[src/rtl/loadstore_unit.sv]
// Purpose: memory-stage load/store sequencer; byte/half/word requests become word
//          accesses on a sync-read, active-low-write memory (sub-word stores use RMW).
// Latency: done at cycle 3 (load), 2 (word store), 4 (byte/half store), 1 (trapped misalign).
// Backpressure: req_ready only in IDLE; one request in flight, req_valid is ignored while busy.
//
// Ports:
//   clk, rst                      clock, asynchronous active-high reset
//   req_valid/req_ready           request handshake; accepted on valid && ready
//   req_store, req_size,          op (1=store), size (00 b, 01 h, 10/11 w),
//   req_unsigned, req_addr,       zero-extend for loads, byte address,
//   req_wdata                     store data taken from the low bytes
//   resp_done, resp_err,          one-cycle completion pulse, misalign flag,
//   resp_rdata                    extended load result (held until the next load)
//   mem_address, mem_dataIn,      word address, write word,
//   mem_we, mem_dataOut           active-low write enable, read word (one cycle after address)
//
// Build option: LSU_MISALIGN_TRAP_EN -- when defined, a misaligned half/word request makes
// no memory access and completes next cycle with resp_err=1. When undefined, the offending
// low address bits are ignored and the access proceeds as aligned.

module loadstore_unit #(
   parameter int ADDR_WIDTH = 10,
   parameter int DATA_WIDTH = 32
) (
   input  logic                  clk,
   input  logic                  rst,
   input  logic                  req_valid,
   output logic                  req_ready,
   input  logic                  req_store,
   input  logic [1:0]            req_size,
   input  logic                  req_unsigned,
   input  logic [31:0]           req_addr,
   input  logic [DATA_WIDTH-1:0] req_wdata,
   output logic                  resp_done,
   output logic                  resp_err,
   output logic [DATA_WIDTH-1:0] resp_rdata,
   output logic [ADDR_WIDTH-1:0] mem_address,
   output logic [DATA_WIDTH-1:0] mem_dataIn,
   output logic                  mem_we,
   input  logic [DATA_WIDTH-1:0] mem_dataOut
);

   typedef enum logic [2:0] {IDLE, RD, CAP, WR, RESP} state_t;

   state_t                state;
   logic [ADDR_WIDTH+1:0] addr_q;
   logic [1:0]            size_q;
   logic                  store_q;
   logic                  unsigned_q;
   // Holds the raw store data until CAP, then the merged word for an RMW store.
   logic [DATA_WIDTH-1:0] wbuf_q;

   logic [7:0]            byte_sel;
   logic [15:0]           half_sel;
   logic [DATA_WIDTH-1:0] load_val;
   logic [DATA_WIDTH-1:0] merged;

   // Address bits above the attached memory are deliberately ignored.
   logic unused_addr_hi;
   assign unused_addr_hi = ^req_addr[31:ADDR_WIDTH+2];

   assign req_ready   = (state == IDLE);
   assign resp_done   = (state == RESP);
   assign mem_we      = (state != WR);
   assign mem_address = addr_q[ADDR_WIDTH+1:2];
   assign mem_dataIn  = wbuf_q;

`ifdef LSU_MISALIGN_TRAP_EN
   logic misalign;
   logic err_q;
   assign resp_err = err_q;

   always_comb begin
      case (req_size)
         2'b00:   misalign = 1'b0;
         2'b01:   misalign = req_addr[0];
         default: misalign = |req_addr[1:0];
      endcase
   end
`else
   assign resp_err = 1'b0;
`endif

   // Lane extraction for loads and lane merge for sub-word stores, both working on
   // the word returned by the memory in CAP. Little-endian lanes.
   always_comb begin
      case (addr_q[1:0])
         2'd0:    byte_sel = mem_dataOut[7:0];
         2'd1:    byte_sel = mem_dataOut[15:8];
         2'd2:    byte_sel = mem_dataOut[23:16];
         default: byte_sel = mem_dataOut[31:24];
      endcase
      half_sel = addr_q[1] ? mem_dataOut[31:16] : mem_dataOut[15:0];

      case (size_q)
         2'b00:   load_val = unsigned_q ? {24'h0, byte_sel} : {{24{byte_sel[7]}}, byte_sel};
         2'b01:   load_val = unsigned_q ? {16'h0, half_sel} : {{16{half_sel[15]}}, half_sel};
         default: load_val = mem_dataOut;
      endcase

      merged = mem_dataOut;
      if (size_q == 2'b01) begin
         if (addr_q[1]) merged[31:16] = wbuf_q[15:0];
         else           merged[15:0]  = wbuf_q[15:0];
      end else begin
         case (addr_q[1:0])
            2'd0:    merged[7:0]   = wbuf_q[7:0];
            2'd1:    merged[15:8]  = wbuf_q[7:0];
            2'd2:    merged[23:16] = wbuf_q[7:0];
            default: merged[31:24] = wbuf_q[7:0];
         endcase
      end
   end

   always_ff @(posedge clk or posedge rst) begin
      if (rst) begin
         state      <= IDLE;
         addr_q     <= '0;
         size_q     <= 2'b00;
         store_q    <= 1'b0;
         unsigned_q <= 1'b0;
         wbuf_q     <= '0;
         resp_rdata <= '0;
`ifdef LSU_MISALIGN_TRAP_EN
         err_q      <= 1'b0;
`endif
      end else begin
         case (state)
            IDLE: begin
               if (req_valid) begin
                  addr_q     <= req_addr[ADDR_WIDTH+1:0];
                  size_q     <= req_size;
                  store_q    <= req_store;
                  unsigned_q <= req_unsigned;
                  wbuf_q     <= req_wdata;
`ifdef LSU_MISALIGN_TRAP_EN
                  err_q      <= misalign;
                  if (misalign)
                     state <= RESP;
                  else
`endif
                  if (req_store && req_size[1])
                     state <= WR;
                  else
                     state <= RD;
               end
            end
            RD:   state <= CAP;
            CAP: begin
               if (store_q) begin
                  wbuf_q <= merged;
                  state  <= WR;
               end else begin
                  resp_rdata <= load_val;
                  state      <= RESP;
               end
            end
            WR:   state <= RESP;
            RESP: state <= IDLE;
            default: state <= IDLE;
         endcase
      end
   end

endmodule
[config.mk]
export PLATFORM = sky130hd
export DESIGN_NAME = loadstore_unit
export DESIGN_NICKNAME = d
export VERILOG_FILES = /design/src/rtl/loadstore_unit.sv
export SDC_FILE = /design/constraint.sdc
export NUM_CORES = 1
export LEC_CHECK = 0
export BUFFER_PORTS_ARGS = -buffer_cell sky130_fd_sc_hd__buf_4
export CORE_UTILIZATION = 45
export CTS_BUF_LIST = sky130_fd_sc_hd__clkbuf_8
export DETAILED_ROUTE_END_ITERATION = 10
export GPL_ROUTABILITY_DRIVEN = 0
export GPL_TIMING_DRIVEN = 0
export PLACE_DENSITY = 0.75
export SLEW_MARGIN = 10
export SYNTH_ARGS = -nofsm -noshare
export SYNTH_HDL_FRONTEND = slang
export SYNTH_SLANG_ARGS = --single-unit
[constraint.sdc]
create_clock -name clk -period 2.5 [get_ports clk]
set_input_delay 0 -clock clk [delete_from_list [all_inputs] [get_ports clk]]
set_output_delay 0 -clock clk [all_outputs]
set_load 0.05 [all_outputs]
# --- Word-level counts from Yosys, hierarchy flattened ---
# Cells that the tools add are included.
word_totals:
  register_bits: 83
  in_bits: 103
  wordCells: 52
op_classes:
  n_eq_ne: 12
  n_mux: 19
  n_bitwise: 1
  reduce_logical: 11
ops:
  columns: ["cell", "n"]
  rows:
  - ["$mux W32", 5]
  - ["$pmux W32 S2", 2]
  - ["$mux W16", 3]
  - ["$mux W8", 4]
  - ["$pmux W8 S3", 1]
  - ["$pmux W3 S4", 1]
  - ["$eq A3 B2 Y1 const B", 2]
  - ["$mux W3", 2]
  - ["$ne A3 B3 Y1 const B", 2]
  - ["$reduce_and A5 Y1", 1]
  - ["$eq A2 B1 Y1 const B", 2]
  - ["$logic_not A2 Y1", 2]
  - ["$ne A2 B2 Y1 const B", 2]
  - ["$reduce_and A2 Y1", 2]
  - ["$reduce_and A4 Y1", 1]
  - ["$eq A3 B1 Y1 const B", 1]
  - ["$eq A3 B3 Y1 const B", 1]
  - ["$logic_not A3 Y1", 1]
  - ["$ne A3 B2 Y1 const B", 1]
  - ["$reduce_and A3 Y1", 1]
  - ["$reduce_or A3 Y1", 1]
  - ["$eq A2 B2 Y1 const B", 1]
  - ["$mux W2", 1]
  - ["$reduce_bool A2 Y1", 1]
  - ["other kinds (2)", 2]

# --- Depth between registers and ports, before layout ---
depth:
  ltp_word: 6
  mapped_depth: 7

# --- Worst setup path before layout ---
# Ideal clock, no wire load.
synth_timing:
  path_kind: "reg2reg"
  startpoint: "register state[0]"
  endpoint: "register addr_q[11]"
  setup_ns: 0.125
  t_arrival_ns: 2.500
  t_required_ns: 2.375
  slack_ns: -0.125
  path_stages_with_launch: 7
  n_path_buf: 3
  period_less_slack_ns: 2.625
  cell_sequence: "dfrtp_1 -> buf_2 -> nor3_1 -> and2_1 -> buf_2 -> buf_4 -> mux2_2"
synth_between:
  elab_chain_cells: 2
synth_lines:
  columns: ["item", "line_no", "text"]
  rows:
  - ["start: declaration", "45", "state_t state;"]
  - ["start signal: assignment", "117", "state <= IDLE;"]
  - ["start signal: assignment", "143", "state <= WR;"]
  - ["start signal: assignment", "145", "state <= RD;"]
  - ["$logic_not A3 Y1", null, null]
  - ["via req_ready", "28", "output logic req_ready,"]
  - ["$reduce_and A2 Y1 (no line)", null, null]
  - ["end signal: assignment", "131", "addr_q <= req_addr[ADDR_WIDTH+1:0];"]
  - ["end: declaration", "46", "logic [ADDR_WIDTH+1:0] addr_q;"]
# The timed path passes the listed nets, and every way through them passes these cells.
# A chain may end at the register's enable or synchronous reset.

# --- Worst setup path in the final report ---
layout_timing:
  startpoint: "register size_q[0]"
  endpoint: "register wbuf_q[12], in the netlist mem_dataIn[12]"
layout_between:
  elab_chain_cells: 4
layout_lines:
  columns: ["item", "line_no", "text"]
  rows:
  - ["start: declaration", "47", "logic [1:0] size_q;"]
  - ["start signal: assignment", "132", "size_q <= req_size;"]
  - ["$eq A2 B1 Y1 (*)", "102", "if (size_q == 2'b01) begin"]
  - ["$mux W32", "102", null]
  - ["$mux W32", "150", "if (store_q) begin"]
  - ["$pmux W32 S2", "128", "case (state)"]
  - ["end signal: assignment", "135", "wbuf_q <= req_wdata;"]
  - ["end signal: assignment", "151", "wbuf_q <= merged;"]
  - ["end: declaration", "51", "logic [DATA_WIDTH-1:0] wbuf_q;"]
# Every way passes the cells marked *; elsewhere a longest branch is shown, timed or not. The select of a mux whose other input is x is not followed.

==> results by group <==
Route
  – First drt pass iteration count: 5
  – Post-route ant nets: 0
  – DRC Markers: 0
  – Routed WL: 15,500 um
  – Wirelength per Cell: 18.0 um
  – First DRT Iteration DRCs: 279
  – DR vias: 4,667
  – Vias per std cell: 5.43

Timing
  – F_max: ~0.43 GHz
  – Setup TNS: 0 ns
  – Slew @ Worst Pin: 0.666 ns
  – Pins Over Slew Limit: 0
  – Clock skew: 0.0103 ns
  – Slew headroom: 0.556
  – Final period utilization: 0.939
  – RSZ-0062 raised after global routing: no
  – Endpoints failing setup: 0
  – Final min period: approximately 2.3 ns
  – Fin. Hold Viols: 0

Final layout
  – Layout cells sized above 1: 0.335
  – Filler instances: 714
  – Commonest non-fill, non-tap cell in the layout: buf_4
  – Commonest cells after routing, fill and taps aside: buf_4, dfrtp_1, dlygate4sd3_1
  – Antenna Cells: 0
  – Area grow syn2layout: 53.8%
  – Finished Core Util: 0.710
  – Final #Nets: 824

Logic synthesis
  – Synthesis Warnings: 0
  – Cell Area, Synth: approximately 4500 um2
  – Syn_area_per_cell: 9.55 um2
  – Sequential share of the synthesized area: 0.465
  – Syn Nets: between 500 and 600
  – Post-synthesis cell type count: 41
  – #FFs+latches synth: between 80 and 90
  – Post-Syn Instances: 468

Setup path
  – Max FO, Critical Path: 10
  – Worst R2R Setup Slack: 0.15 ns
  – Critical R2R Launch: size_q[0]$_DFFE_PP0P_
  – Worst R2R Path Depth: 7
  – Worst path slowest cell: dlygate4sd3_1
  – Worst path max stage delay: 0.58 ns
  – CP Capture Type: flip-flop
  – CP Cell Sequence: nand2b_1 -> buf_2 -> buf_4 -> nand3_2 -> mux2i_1 -> o221ai_1 -> dlygate4sd3_1
  – Setup CP Type: flip-flop to flip-flop
  – Worst path bufs/invs: 3
  – Signal arrival time at the worst endpoint: 2.59 ns
  – Critical path launch point type: flip-flop
  – WP data required: 2.75 ns
  – Worst R2R End: mem_dataIn[12]$_DFFE_PP0P_
  – Critical path's top delay family: buffers and inverters

Clock network
  – Latest clock arrival within the worst-skew pair: about 0.36 ns
  – H-tree depth: 3
  – Post_cts resized: 0
  – Clock root cell: clkbuf_8
  – CTS tree: built
  – Clk pin slew, worst setup/hold paths: 0.08 ns
  – Clock Sinks: 83
  – Clk buf depth: 2
  – Total CTS buffers: 9

Power
  – Power per cell area: 1480 nW/um2
  – Maximum vdd drop: 0.907 mV
  – LEAKAGE: 3.23 nW
  – P_int: 4.83 mW
  – Reg power frac: 0.248
  – Final Power: between 10 and 15 mW
  – Combinational cell fraction of total power: 0.655
  – Sw Ratio: 0.525
  – Psw: 5.34 mW
  – Clock power frac: 0.097

Die
  – Overall die height: 102 um
  – IO Pins: 181
  – Die area: 10,300 um2
  – Core Box Area: 9680 um2
  – Cell Rows: 36
  – Die Wd: 102 um
  – Starting Density: 0.462

Place
  – IO Port Bufs: 159
  – Detail Placement HPWL: 10,700 um

Min path
  – Hold depth: 3
  – Hold_sp: mem_dataOut[8]
  – Hold Path End: resp_rdata[8]$_DFFE_PP0P_
  – HP Class: input pin to flip-flop

GRT
  – Vias in the first global route: 4,669
  – Largest net degree at the start of global routing: 62
  – Total grt overflow: 0
  – First-pass GRT wire length: 23,800 um
  – GR Util All Layers: 0.308
  – Initial antenna violation count: 0

Flow run
  – Max-cap violations: 0

Outcome
  – Status: completed
per-layer routing:
metal	GRT usage	share of wire	wire length, um	vias to the layer above
li1	-	-	-	2158
met1	0.394	0.41	6280	2213
met2	0.516	0.49	7630	251
met3	0.0594	0.071	1100	45
met4	0.119	0.032	500	0
met5	0	0	0	-
sequential cells by signal (all words and copies together) (netlist names):
signal / flops
state: 3
store_q: 1
addr_q: 12
resp_rdata: 32
mem_dataIn: 32
size_q: 2
unsigned_q: 1
cell usage after synthesis:
library cell | n | area share
nand2_1 | 63 | 0.053
or2_1 | 1 | 0.0014
a21oi_2 | 2 | 0.0039
a221oi_1 | 2 | 0.0039
nand3b_1 | 8 | 0.013
dfrtp_1 | 83 | 0.46
buf_2 | 9 | 0.010
nand3_1 | 16 | 0.018
inv_2 | 2 | 0.0017
nor3_1 | 2 | 0.0022
and2_1 | 6 | 0.0084
nand2_2 | 3 | 0.0042
inv_1 | 10 | 0.0084
o211ai_1 | 16 | 0.027
nor2b_1 | 16 | 0.022
or3b_1 | 1 | 0.0020
o21ai_1 | 3 | 0.0034
a22o_1 | 1 | 0.0020
buf_1 | 4 | 0.0034
a31oi_1 | 8 | 0.011
conb_1 | 1 | 0.00084
o21ai_0 | 18 | 0.020
o22a_1 | 1 | 0.0020
buf_4 | 14 | 0.024
o211ai_2 | 1 | 0.0028
nor2_1 | 27 | 0.023
a31oi_4 | 1 | 0.0048
o221ai_1 | 8 | 0.016
a21oi_1 | 45 | 0.050
clkbuf_1 | 13 | 0.011
buf_6 | 4 | 0.010
a211oi_1 | 1 | 0.0017
mux4_2 | 1 | 0.0050
o22ai_1 | 10 | 0.014
nand3_2 | 1 | 0.0022
nand2b_1 | 5 | 0.0070
nor4b_2 | 1 | 0.0034
mux2i_1 | 28 | 0.063
mux2_2 | 25 | 0.063
nor3b_1 | 2 | 0.0034
a211o_1 | 5 | 0.0098
worst max path at each step:
stage / from / endpoint / slack (ns) / depth (start not counted)
after floorplan: state[2]$_DFFE_PP0P_ / addr_q[11]$_DFFE_PP0P_ / 0.34 / 5
after global placement: rst / resp_rdata[18]$_DFFE_PP0P_ / -0.64 / 2
after detailed placement: state[0]$_DFFE_PP0P_ / resp_rdata[2]$_DFFE_PP0P_ / 0.62 / 5
after CTS: state[0]$_DFFE_PP0P_ / mem_dataIn[12]$_DFFE_PP0P_ / 0.18 / 7
after global routing: state[0]$_DFFE_PP0P_ / mem_dataIn[2]$_DFFE_PP0P_ / 0.07 / 8
final: size_q[0]$_DFFE_PP0P_ / mem_dataIn[12]$_DFFE_PP0P_ / 0.15 / 7
what timing repair did:
action                                  CTS  global route
endpoints found under the setup margin    0             2
hold endpoints to repair                158             0
setup buffers                             0             2
hold buffers                             80             0
cell type report:
type	instances	area, um2	area share
plain buffers	44	259	0.0377
well taps	133	166	0.0242
clock inverters	6	56.3	0.00819
inverters	12	47.5	0.00692
clock buffers	10	138	0.0200
flip-flops and latches	83	2080	0.302
multi-input cells	329	2090	0.305
repair buffers	242	2040	0.296
through the flow:
step	instance area [um2]	worst slack [ns]	hold WS, ns	cells
4_1_cts	6860	0.183	0.00119	857
3_3_place_gp	5840	-0.642	0.208	760
6_report	6880	0.151	0.0138	859
5_1_grt	6880	0.0666	0.0127	859
2_1_floorplan	4480	0.339	0.117	468
3_5_place_dp	5870	0.622	-0.0105	761
worst register-to-register path, cell delays in order, from the launching register on:
cell and delay (ns):
dfrtp_1 0.44, nand2b_1 0.11, buf_2 0.15, buf_4 0.22, nand3_2 0.29, mux2i_1 0.30, o221ai_1 0.15, dlygate4sd3_1 0.58
power groups by stage:
stage / combinational [mW] / sequential [mW] / clock (mW)
finish: 6.66 / 2.53 / 0.988
global route: 7.05 / 2.61 / 1.06
CTS: 6.58 / 2.51 / 1.00
detailed placement: 6.42 / 2.54 / 0
global placement: 6.30 / 2.51 / 0
floorplan: 2.85 / 4.22 / 0
cell families (layout without fill, tap and decap cells):
group,count (synthesis),in the layout,share of synthesized area
other,1,1,0.000839
AOI/OAI and AO/OA,122,122,0.172
DFF,83,83,0.465
buffers and inverters,56,314,0.0680
and+or+nand+nor,152,152,0.163
muxes,54,54,0.131
No activity file was read; power rests on OpenSTA's default activity.
